--- src/rtl/esm_sched_pkg.sv ---
// Shared types and sizing constants for the ESM issue scheduler.
package esm_sched_pkg;

  typedef enum logic [1:0] {
    FREE    = 2'd0,
    WAITING = 2'd1,
    ISSUED  = 2'd2
  } slot_state_t;

  localparam int DEFAULT_BS    = 16;
  localparam int DEFAULT_IDX_W = $clog2(DEFAULT_BS);

endpackage

--- src/rtl/esm_rr_pick.sv ---
// Combinational round-robin picker: first set request at or after start, wrapping.
module esm_rr_pick
  import esm_sched_pkg::*;
#(
  parameter int BS = DEFAULT_BS,
  parameter int IW = DEFAULT_IDX_W
) (
  input  logic [BS-1:0] req,
  input  logic [IW-1:0] start,
  output logic          grant_valid,
  output logic [IW-1:0] grant_index
);

  logic [IW-1:0] idx;

  // Scan from the farthest offset down so the nearest request to start wins.
  always_comb begin
    grant_valid = 1'b0;
    grant_index = '0;
    idx         = '0;
    for (int i = BS - 1; i >= 0; i--) begin
      idx = start + IW'(i);
      if (req[idx]) begin
        grant_valid = 1'b1;
        grant_index = idx;
      end
    end
  end

endmodule

--- src/rtl/esm_issue_scheduler.sv ---
// Slot allocator and round-robin issue stage for the ESM instruction buffer.
// Optional ESM_SCHED_PERF_EN adds perf_issued / perf_stall counters.
module esm_issue_scheduler
  import esm_sched_pkg::*;
#(
  parameter int bs                    = DEFAULT_BS,
  parameter int Instruction_word_size = 32
) (
  input  logic                             clk,
  input  logic                             rst,
  input  logic                             in_valid,
  output logic                             in_ready,
  input  logic [Instruction_word_size-1:0] in_instr,
  output logic                             alloc_en,
  output logic [$clog2(bs)-1:0]            alloc_index,
  output logic [0:bs-1]                    valid_entries,
  input  logic [0:bs-1]                    independent_instr,
  output logic                             issue_valid,
  input  logic                             issue_ready,
  output logic [$clog2(bs)-1:0]            issue_index,
  output logic [Instruction_word_size-1:0] issue_instr,
  input  logic                             retire_valid,
  input  logic [$clog2(bs)-1:0]            retire_index,
  output logic [$clog2(bs):0]              count,
`ifdef ESM_SCHED_PERF_EN
  output logic [31:0]                      perf_issued,
  output logic [31:0]                      perf_stall,
`endif
  output logic                             err_retire
);

  localparam int IW = $clog2(bs);

  slot_state_t                      slot_state [bs];
  logic [Instruction_word_size-1:0] slot_instr [bs];

  logic [bs-1:0] free_vec;
  logic [bs-1:0] eligible;
  logic [IW-1:0] last_issued;
  logic [IW-1:0] pick_start;
  logic          grant_valid;
  logic [IW-1:0] grant_index;
  logic          issue_fire;
  logic          issue_load;
  logic          retire_ok;

  always_comb begin
    free_vec      = '0;
    eligible      = '0;
    valid_entries = '0;
    for (int i = 0; i < bs; i++) begin
      free_vec[i]      = (slot_state[i] == FREE);
      eligible[i]      = (slot_state[i] == WAITING) & independent_instr[i];
      valid_entries[i] = (slot_state[i] != FREE);
    end
  end

  // No handshake is offered in a reset cycle, so in_ready is held low under rst.
  always_comb begin
    in_ready    = (|free_vec) & ~rst;
    alloc_index = '0;
    for (int i = bs - 1; i >= 0; i--) begin
      if (free_vec[i]) alloc_index = IW'(i);
    end
  end

  assign alloc_en   = in_valid & in_ready;
  assign issue_fire = issue_valid & issue_ready;
  assign issue_load = (~issue_valid | issue_ready) & grant_valid;
  assign retire_ok  = retire_valid & (slot_state[retire_index] == ISSUED);
  assign pick_start = last_issued + 1'b1;

  esm_rr_pick #(
    .BS(bs),
    .IW(IW)
  ) u_pick (
    .req        (eligible),
    .start      (pick_start),
    .grant_valid(grant_valid),
    .grant_index(grant_index)
  );

  // Alloc, issue and retire always target slots in different states, so never collide.
  always_ff @(posedge clk) begin
    if (rst) begin
      for (int i = 0; i < bs; i++) slot_state[i] <= FREE;
      issue_valid <= 1'b0;
      issue_index <= '0;
      issue_instr <= '0;
      last_issued <= IW'(bs - 1);
      count       <= '0;
      err_retire  <= 1'b0;
    end else begin
      if (alloc_en) slot_state[alloc_index] <= WAITING;

      if (issue_load) begin
        slot_state[grant_index] <= ISSUED;
        issue_valid             <= 1'b1;
        issue_index             <= grant_index;
        issue_instr             <= slot_instr[grant_index];
        last_issued             <= grant_index;
      end else if (issue_fire) begin
        issue_valid <= 1'b0;
      end

      if (retire_valid) begin
        if (retire_ok) slot_state[retire_index] <= FREE;
        else           err_retire               <= 1'b1;
      end

      case ({alloc_en, retire_ok})
        2'b10:   count <= count + 1'b1;
        2'b01:   count <= count - 1'b1;
        default: count <= count;
      endcase
    end
  end

  always_ff @(posedge clk) begin
    if (alloc_en) slot_instr[alloc_index] <= in_instr;
  end

`ifdef ESM_SCHED_PERF_EN
  always_ff @(posedge clk) begin
    if (rst) begin
      perf_issued <= '0;
      perf_stall  <= '0;
    end else begin
      if (issue_fire)          perf_issued <= perf_issued + 32'd1;
      if (in_valid & ~in_ready) perf_stall <= perf_stall + 32'd1;
    end
  end
`endif

endmodule
--- config.mk ---
export PLATFORM = sky130hd
export DESIGN_NAME = esm_issue_scheduler
export DESIGN_NICKNAME = d
export VERILOG_FILES = /design/src/rtl/esm_sched_pkg.sv /design/src/rtl/esm_rr_pick.sv /design/src/rtl/esm_issue_scheduler.sv
export SDC_FILE = /design/constraint.sdc
export NUM_CORES = 1
export LEC_CHECK = 0
export BUFFER_PORTS_ARGS = -buffer_cell sky130_fd_sc_hd__buf_2
export CELL_PAD_IN_SITES_DETAIL_PLACEMENT = 0
export CELL_PAD_IN_SITES_GLOBAL_PLACEMENT = 2
export CORE_MARGIN = 1.5
export CORE_UTILIZATION = 30
export CTS_CLUSTER_DIAMETER = 100
export CTS_CLUSTER_SIZE = 10
export DETAILED_ROUTE_END_ITERATION = 6
export PLACE_DENSITY_LB_ADDON = 0.1
export SYNTH_ARGS = -nofsm -noshare
export SYNTH_HDL_FRONTEND = slang
export SYNTH_HIERARCHICAL = 1
export SYNTH_SLANG_ARGS = --single-unit
--- constraint.sdc ---
create_clock -name clk -period 4.7 [get_ports clk]
set_input_delay 0.47 -clock clk [delete_from_list [all_inputs] [get_ports clk]]
set_output_delay 0.47 -clock clk [all_outputs]
set_load 0.03 [all_outputs]
== After elaboration in Yosys (flattened, before gate mapping) ==
Memories as Yosys holds them, arrays and structs flattened. A register that Yosys moved wholly into a read port is not among the register bits.
Index checks and enable logic that the tools add are counted.
Word-level totals
  flip-flop bits (word level): 15
  memory bits (writable): 544
  output and inout bits: 65
  memories: 2
Memory list
  slot_instr: words 16, width 32, rd ports 1, clocked after Yosys merged registers in 1, write ports 1, line esm_issue_scheduler.sv:35  | logic [Instruction_word_size-1:0] slot_instr [bs];
  slot_state: words 16, width 2, rd ports 17, clocked after Yosys merged registers in 0, write ports 16, line esm_issue_scheduler.sv:34  | slot_state_t slot_state [bs];
Operators by class
  $add $sub $neg: 18
  order comparisons: 16
  equal/unequal tests: 19
  multiplexer cells: 105
  bitwise logic cells: 25
  reduce and logical (&&, ||, !) cells: 39
Operators with widths (number)
  $mux 4: 35
  $lt 4x5->1 const B: 16
  $bmux 1 s4: 16
  $mux 1: 50
  $reduce_bool 2->1: 18
  $eq 2x1->1 const B: 17
  $add 4x4->4 const B: 8
  $logic_not 2->1: 16
  $and 1x1->1: 21
  $add 4x3->4 const B: 4
  $reduce_or 16->1: 1
  $pmux 5 s2: 1
  $add 4x1->4 const B: 2
  $add 4x2->4 const B: 2
  $mux 2: 3
  $reduce_or 2->1: 3
  $add 5x1->5 const B: 1
  $sub 5x1->5 const B: 1
  $eq 2x2->1 const B: 2
  $not 1->1: 3
  $reduce_and 2->1: 1
  $or 1x1->1: 1

== Logic depth before layout (Yosys ltp) ==
Gate-level depths: netlist of run 1.
  word-level depth: 26
  depth in mapped cells: 20
  gate-level depth less buffers: 16

== Modules after synthesis ==
The synthesis of run 1 kept the hierarchy.
By module, submodules not included
  esm_issue_scheduler: instances 1, cells each 1286, area each 23161.0 sq um, seq. area each 16956.3 sq um
  esm_rr_pick: instances 1, cells each 235, area each 2074.5 sq um, seq. area each 0.0 sq um

== Worst setup path before layout of run 1 ==
No wires, ideal clock.
  path kind: flip-flop to flip-flop
  from: register last_issued[0]
  to: memory slot_state[12][0] in the netlist's numbering
  arrival: 5.122 ns
  slack: -0.543 ns
  cell stages (with the launch flop): 21
  path buffers: 6
  cell sequence: dfxtp_1 -> ha_1 -> buf_6 -> buf_2 -> inv_1 -> ha_1 -> clkbuf_1 -> mux4_2 -> mux2_2 -> mux2i_1 -> o21a_1 -> nor2_1 -> o31a_1 -> o31a_1 -> buf_2 -> buf_6 -> buf_6 -> nor4_1 -> nand3_1 -> o211ai_1 -> a21oi_1
RTL lines
  start: declaration: line esm_issue_scheduler.sv:39  | logic [IW-1:0] last_issued;
  start signal: assignment: line esm_issue_scheduler.sv:90  | last_issued <= IW'(bs - 1);
  start signal: assignment: line esm_issue_scheduler.sv:101  | last_issued <= grant_index;
  end: declaration: line esm_issue_scheduler.sv:34

== Worst setup path in the final report of run 1 ==
  from: register last_issued[0]
  to: register issue_instr[18] (read register of slot_instr)
Between the ends
  elaborated cells between the ends (all ways): 81
  those cells by class: add/sub: 16; mux: 64; bitwise: 1
RTL lines
  $add 4x1->4 *: line esm_issue_scheduler.sv:71  | assign pick_start = last_issued + 1'b1;
  named net pick_start[2]: line esm_issue_scheduler.sv:40  | logic [IW-1:0] pick_start;
  $add 4x4->4: line esm_rr_pick.sv:22  | idx = start + IW'(i);
  $bmux 1 s4: line esm_rr_pick.sv:23  | if (req[idx]) begin
  $mux 1 (not written as such): line esm_rr_pick.sv:23
  $mux 4 (15 in a row): line esm_rr_pick.sv:23
  $mux 4 *: line esm_rr_pick.sv:23
  named net grant_index[1]: line esm_issue_scheduler.sv:42  | logic [IW-1:0] grant_index;
  end: declaration: line esm_issue_scheduler.sv:21  | output logic [Instruction_word_size-1:0] issue_instr,
Mark *: on every way through the listed nets, which the timed path passes. The rest lies on a longest branch. The select of a mux whose other input is x is not followed.
A chain may end at the register's enable or synchronous reset.

==> results of run 1 <==
worst paths after layout:
path                              to  slack (ps)  cells after the start
hold / removal    slot_instr[14][28]         250                      1
hold reg to reg       issue_index[2]         460                      2
setup reg to reg     issue_instr[18]         170                     18
setup / recovery     issue_instr[18]         170                     18
routing by layer:
layer / vias up / track usage / wire, um
li1: 6599 / - / -
met1: 7740 / 0.229 / 33700
met2: 242 / 0.292 / 36600
met3: 110 / 0.0274 / 2410
met4: 6 / 0.0470 / 1520
met5: - / 0 / 36
per-stage QoR:
stage	instance area [um^2]	instances
floorplan	25300	1521
global placement	28200	2771
detailed placement	28200	2771
CTS	30200	2885
global route	30600	2898
finish	30600	2899
cells by family (layout without fill, tap and decap cells):
kind of cell,after synthesis,in the layout
and+or+nand+nor,294,294
DFF,591,591
adders and majority gates,13,13
other,0,1
xor gates and xnor gates,17,17
AOI/OAI and AO/OA,233,233
muxes,262,262
buffers and inverters,111,408
cell type report:
class,count,area (um^2),share of cell area
multi-input cells,819,8140,0.266
diodes,1,2.50,0.0000818
clock inverters,7,111,0.00364
inverters,33,125,0.00409
repair buffers,261,2030,0.0662
clock buffers,107,1890,0.0618
well taps,1080,1350,0.0442
flip-flops and latches,591,17000,0.554
cells in the final DEF (no fill, tap or decap), types with 70 or more instances in the layout:
cell | synthesis | layout
edfxtp_1 | 512 | 512
mux4_2 | 152 | 152
buf_2 | 17 | 121
buf_4 | 0 | 111
nor2_1 | 103 | 96
mux2i_1 | 85 | 80
dfxtp_1 | 79 | 79
a21oi_1 | 80 | 75
clkbuf_16 | 0 | 73
nand2_1 | 71 | 70
state kept, by name, indices dropped and copies added, names as in the netlist:
name and cells:
err_retire 1, last_issued 4, issue_instr 32, slot_instr 512
issue_index 4, slot_state 32, count 5, issue_valid 1
power by group through the flow:
stage               combinational [mW]  clock, mW  sequential [mW]
finish                            8.94       4.90             5.98
global placement                  8.52          0             6.09
floorplan                         5.57          0             6.16
CTS                               8.53       5.06             5.99
detailed placement                8.49          0             6.10
global route                      9.66       5.25             6.00
critical path, cell delays in order, from the launching register on:
cell	delay (ps)
dfxtp_1	350
ha_2	230
xor2_4	220
clkinv_2	90
buf_4	190
ha_2	440
mux2i_2	340
mux2_2	330
nor2_1	60
a311o_1	330
a21o_1	190
a221o_4	440
buf_12	160
buf_12	130
clkbuf_16	190
buf_4	160
mux4_2	280
mux2i_1	160
o21ai_0	100
timing repair:
| action | 4_1_cts | 5_1_grt |
|---|---|---|
| hold endpoints to repair | 0 | 0 |
| pin swaps | 0 | 2 |
| gates resized for setup | 3 | 33 |
| endpoints found under the setup margin | 30 | 43 |
| buffers inserted | 0 | 10 |
| cloned | 0 | 3 |
==> impl_metrics.ini, run 1 <==
[status]
status = complete, no violations

[critical_path]
crit_start = last_issued[0]
path_max_fanout = 15
worst_ep_arrival_time_ps = 4980
r2r-start = last_issued[0]
worstSetupPathType = flip-flop to flip-flop
cp-end-kind = flip-flop
start_kind = flip-flop
cp_data_required_time_ps = 5150

[clock_network]
cts-buffers-inserted = 69
cts_tree = yes
insertion_delay_ps = 600
cts_buffer_depth = 3
path_clk_slew_ps = 60
cts_hold_buf = 0
cts_root_buf = clkbuf_16
cts.sinks = 591
cts_max_level = 3

[synth]
seq_area_frac_synth = 0.672
netlist.area_leader.share = 0.609
synth_compound_area_frac = 0.0589
ys_seq_elements = 591
yosys.area_share.simple = 0.0565
syn_nets = 1591
synth_top_family_by_area = multiplexers
syn_inst = 1521
syn-cell-area_um2 = 25200
synthTopCellsByArea = edfxtp_1, mux4_2, dfxtp_1, mux2i_1, a21oi_1
yosys.area.top_type = edfxtp_1
synthArstFlopShare = 0
synth_xor_area_frac = 0.00590
yosys.cell_count.top_type = edfxtp_1
synth_edf_count = 512
synth_top_cells_by_count = edfxtp_1, mux4_2, nor2_1, mux2i_1, a21oi_1
synthMuxAreaShare = 0.181
yosys_warnings = 6
synth.avg_cell_area_um2 = 16.6
synth_adder_area_share = 0.00674
ys_types = 82
synthFlopType = edfxtp_1

[routing]
vias = 14697
routedWlPerCell_um = 25.6
drc = 0
first_pass_iters = 5
ant_nets = 0
via_per_inst = 5.07
first_iter_violations = 961
wirelength_mm = 74.4

[timing]
final.setup.worst_slack_ps = 171
relSlewSlack = 0.307
post-route-period-util = 0.964
tns_ps = 0
whs_ps = 254
worst_clock_skew_ps = 32.2
final-setup-viol-count = 0
worst_pin_slew_ps = 1040
maxSlewViolCount = 0
hold_viol = 0
max_freq_mhz = 221
layout_min_cycle_time_ps = 4530

[layout]
num-nets-final = 1845
utilization = 0.367
syn_to_final_growth_pct = 21.3
num-fill-cells = 7880
drive_above_1_share = 0.318

[power]
power.total_mw = 19.8
internal_power_mw = 13.3
seqPwrFrac = 0.302
p_comb_frac = 0.451
powerDensity_nw_per_um2 = 648
clkPwrFrac = 0.247
netSwitchingFraction = 0.329
peakVddDrop_mv = 0.365
p_leak_nw = 10.2
p_sw_mw = 6.52

[global_routing]
grt_pass1_vias = 15581
grt_usage = 0.172
antenna_found_initial = 6
grt_max_degree = 39
grt_pass1_wl_mm = 108
overflow = 0

[placed_design]
hpwl_mm = 45.5
place_congestion = 0.788
post-place-ws_ps = -156
numPortBuffers = 121

[die]
coreArea_um2 = 83400
start_util = 0.303
rows = 106
die_height_um = 293
pin_count = 122
die-area_um2 = 85900
die_w_um = 293

[min_path]
holdCritPathClass = input pin to flip-flop
hold_start = in_instr[28]

[run]
cap_violations = 0
No activity file was read; power rests on OpenSTA's default activity.
==> run 2: changes to the inputs <==
--- a/config.mk
+++ b/config.mk
@@ -13,7 +13,7 @@
 export CTS_CLUSTER_DIAMETER = 100
 export CTS_CLUSTER_SIZE = 10
 export DETAILED_ROUTE_END_ITERATION = 6
-export PLACE_DENSITY_LB_ADDON = 0.1
+export PLACE_DENSITY_LB_ADDON = 0.05
 export SYNTH_ARGS = -nofsm -noshare
 export SYNTH_HDL_FRONTEND = slang
 export SYNTH_HIERARCHICAL = 1
==> impl_metrics.ini, run 2 (synthesis gave the netlist of run 1 again) <==
[power]
peakVddDrop_mv = 0.354
clkPwrFrac = 0.241
p_comb_frac = 0.460
p_sw_mw = 6.62
internal_power_mw = 13.4
seqPwrFrac = 0.299
p_leak_nw = 10.3
powerDensity_nw_per_um2 = 650
power.total_mw = 20.0
netSwitchingFraction = 0.330

[clock_network]
cts_tree = yes
cts_hold_buf = 0
cts-buffers-inserted = 69
path_clk_slew_ps = 60
cts_max_level = 3
cts.sinks = 591
cts_buffer_depth = 3
cts_root_buf = clkbuf_16
insertion_delay_ps = 590

[die]
die_height_um = 293
start_util = 0.303
die-area_um2 = 85900
pin_count = 122
rows = 106
die_w_um = 293
coreArea_um2 = 83400

[routing]
drc = 0
ant_nets = 0
vias = 14699
wirelength_mm = 76.3
routedWlPerCell_um = 26.1
first_pass_iters = 5
first_iter_violations = 826
via_per_inst = 5.03

[global_routing]
overflow = 0
grt_pass1_wl_mm = 110
antenna_found_initial = 8
grt_max_degree = 41
grt_pass1_vias = 15507
grt_usage = 0.176

[layout]
final_cell_mix = edfxtp_1, mux4_2, buf_4, buf_2, nor2_1
num-nets-final = 1866
top_regs = slot_instr x512, issue_instr x32, slot_state x32
top_register = slot_instr
drive_above_1_share = 0.324
syn_to_final_growth_pct = 22.3
layout_commonest_cell = edfxtp_1
largest_register_ffs = 512
utilization = 0.370

[timing]
relSlewSlack = 0.431
maxSlewViolCount = 0
max_freq_mhz = 223
layout_min_cycle_time_ps = 4490
hold_viol = 0
post-route-period-util = 0.955
worst_clock_skew_ps = 26.5
final-setup-viol-count = 0
worst_pin_slew_ps = 854
rsz0062_at_grt = no
final.setup.worst_slack_ps = 209

[critical_path]
cp-endpoint = issue_instr[23]
reg2reg_slack_ps = 210
rr_endpoint = issue_instr[23]
path_max_fanout = 10
path_cells = ha_4 > inv_1 > ha_4 > clkbuf_4 > mux4_2 > mux4_2 > buf_4 > a311o_1 > a21o_1 > a221o_4 > buf_4 > clkbuf_16 > mux4_2 > mux2i_1 > nor2_1 > a21oi_1 > o21ai_0
worstSetupPathType = flip-flop to flip-flop
cp-end-kind = flip-flop
r2r-start = last_issued[1]
worst_ep_arrival_time_ps = 4960
cp_data_required_time_ps = 5170
slowest_stage = mux4_2
start_kind = flip-flop
crit_start = last_issued[1]
crit_top_cell = mux4_2
ff2ff_path_depth = 17
slowest_delay_ps = 530

[run]
cap_violations = 0

[status]
status = complete, no violations

[placed_design]
post-place-ws_ps = -138
place_congestion = 0.780
numPortBuffers = 121
hpwl_mm = 46.1

[min_path]
holdCritPathClass = input pin to flip-flop
-- run 2: cell count changes in the layout (fill, tap and decap cells not counted), sizes merged --
cell,delta
buf,+21
bufinv,-2
clkbuf,+2
diode,+2
-- run 2: power groups by stage --
stage	Sequential (mW)	Clock (mW)	Combinational, mW
2_1_floorplan	6.16	0	5.57
3_3_place_gp	6.09	0	8.91
3_5_place_dp	6.09	0	8.89
4_1_cts	5.99	5.02	8.92
5_1_grt	6.00	5.22	9.96
6_report	5.99	4.84	9.22
-- run 2: how the worst min path moves through the flow --
stage                    from                  to  slack (ps)  depth (start not counted)
4_1_cts          in_instr[29]  slot_instr[10][29]         210                          1
6_report         in_instr[29]  slot_instr[15][29]         250                          1
3_3_place_gp       err_retire          err_retire         450                          1
2_1_floorplan  last_issued[3]      last_issued[3]         460                          2
3_5_place_dp       err_retire          err_retire         450                          1
5_1_grt           in_instr[7]    slot_instr[6][7]         240                          1
-- run 2: layout make-up --
type / count / area, um^2
antenna: 3 / 7.51
clock buffer: 109 / 1930
clock inverter: 5 / 58.8
fill: 7867 / 52600
inverter: 33 / 126
multi-input combinational: 819 / 8160
sequential: 591 / 17000
tap: 1080 / 1350
timing repair buffer: 282 / 2260
-- run 2: routing by layer --
metal	global-route usage	share of wire	up-vias
met4	0.0350	0.014	4
met2	0.304	0.50	275
met5	0	0.00035	-
met1	0.235	0.45	7700
met3	0.0275	0.036	84
li1	-	-	6636
-- run 2: per-stage QoR --
step	TNS, ps	cells	cell area, um^2	hold WS, ps
floorplan	0	1521	25300	460
global placement	-3210	2786	28500	453
detailed placement	-2690	2786	28500	449
CTS	0	2900	30500	213
global route	0	2919	30800	237
finish	0	2922	30900	249
-- run 2: critical path, delay by kind of cell, from the launching register on --
family / cells / cell delay (ps)
AO/OA/AOI/OAI: 5 / 1160
adder cells (fa/ha/maj): 2 / 620
buffers and inverters: 5 / 850
flip-flops: 1 / 340
multiplexers: 4 / 1330
AND/OR/NAND/NOR: 1 / 60
-- run 2: repair_timing --
item | CTS | global route
hold endpoints to repair | 0 | 0
endpoints found under the setup margin | 31 | 33
pin swaps | 0 | 8
gates resized for setup | 3 | 31
buffers inserted | 0 | 16
gates cloned | 0 | 3
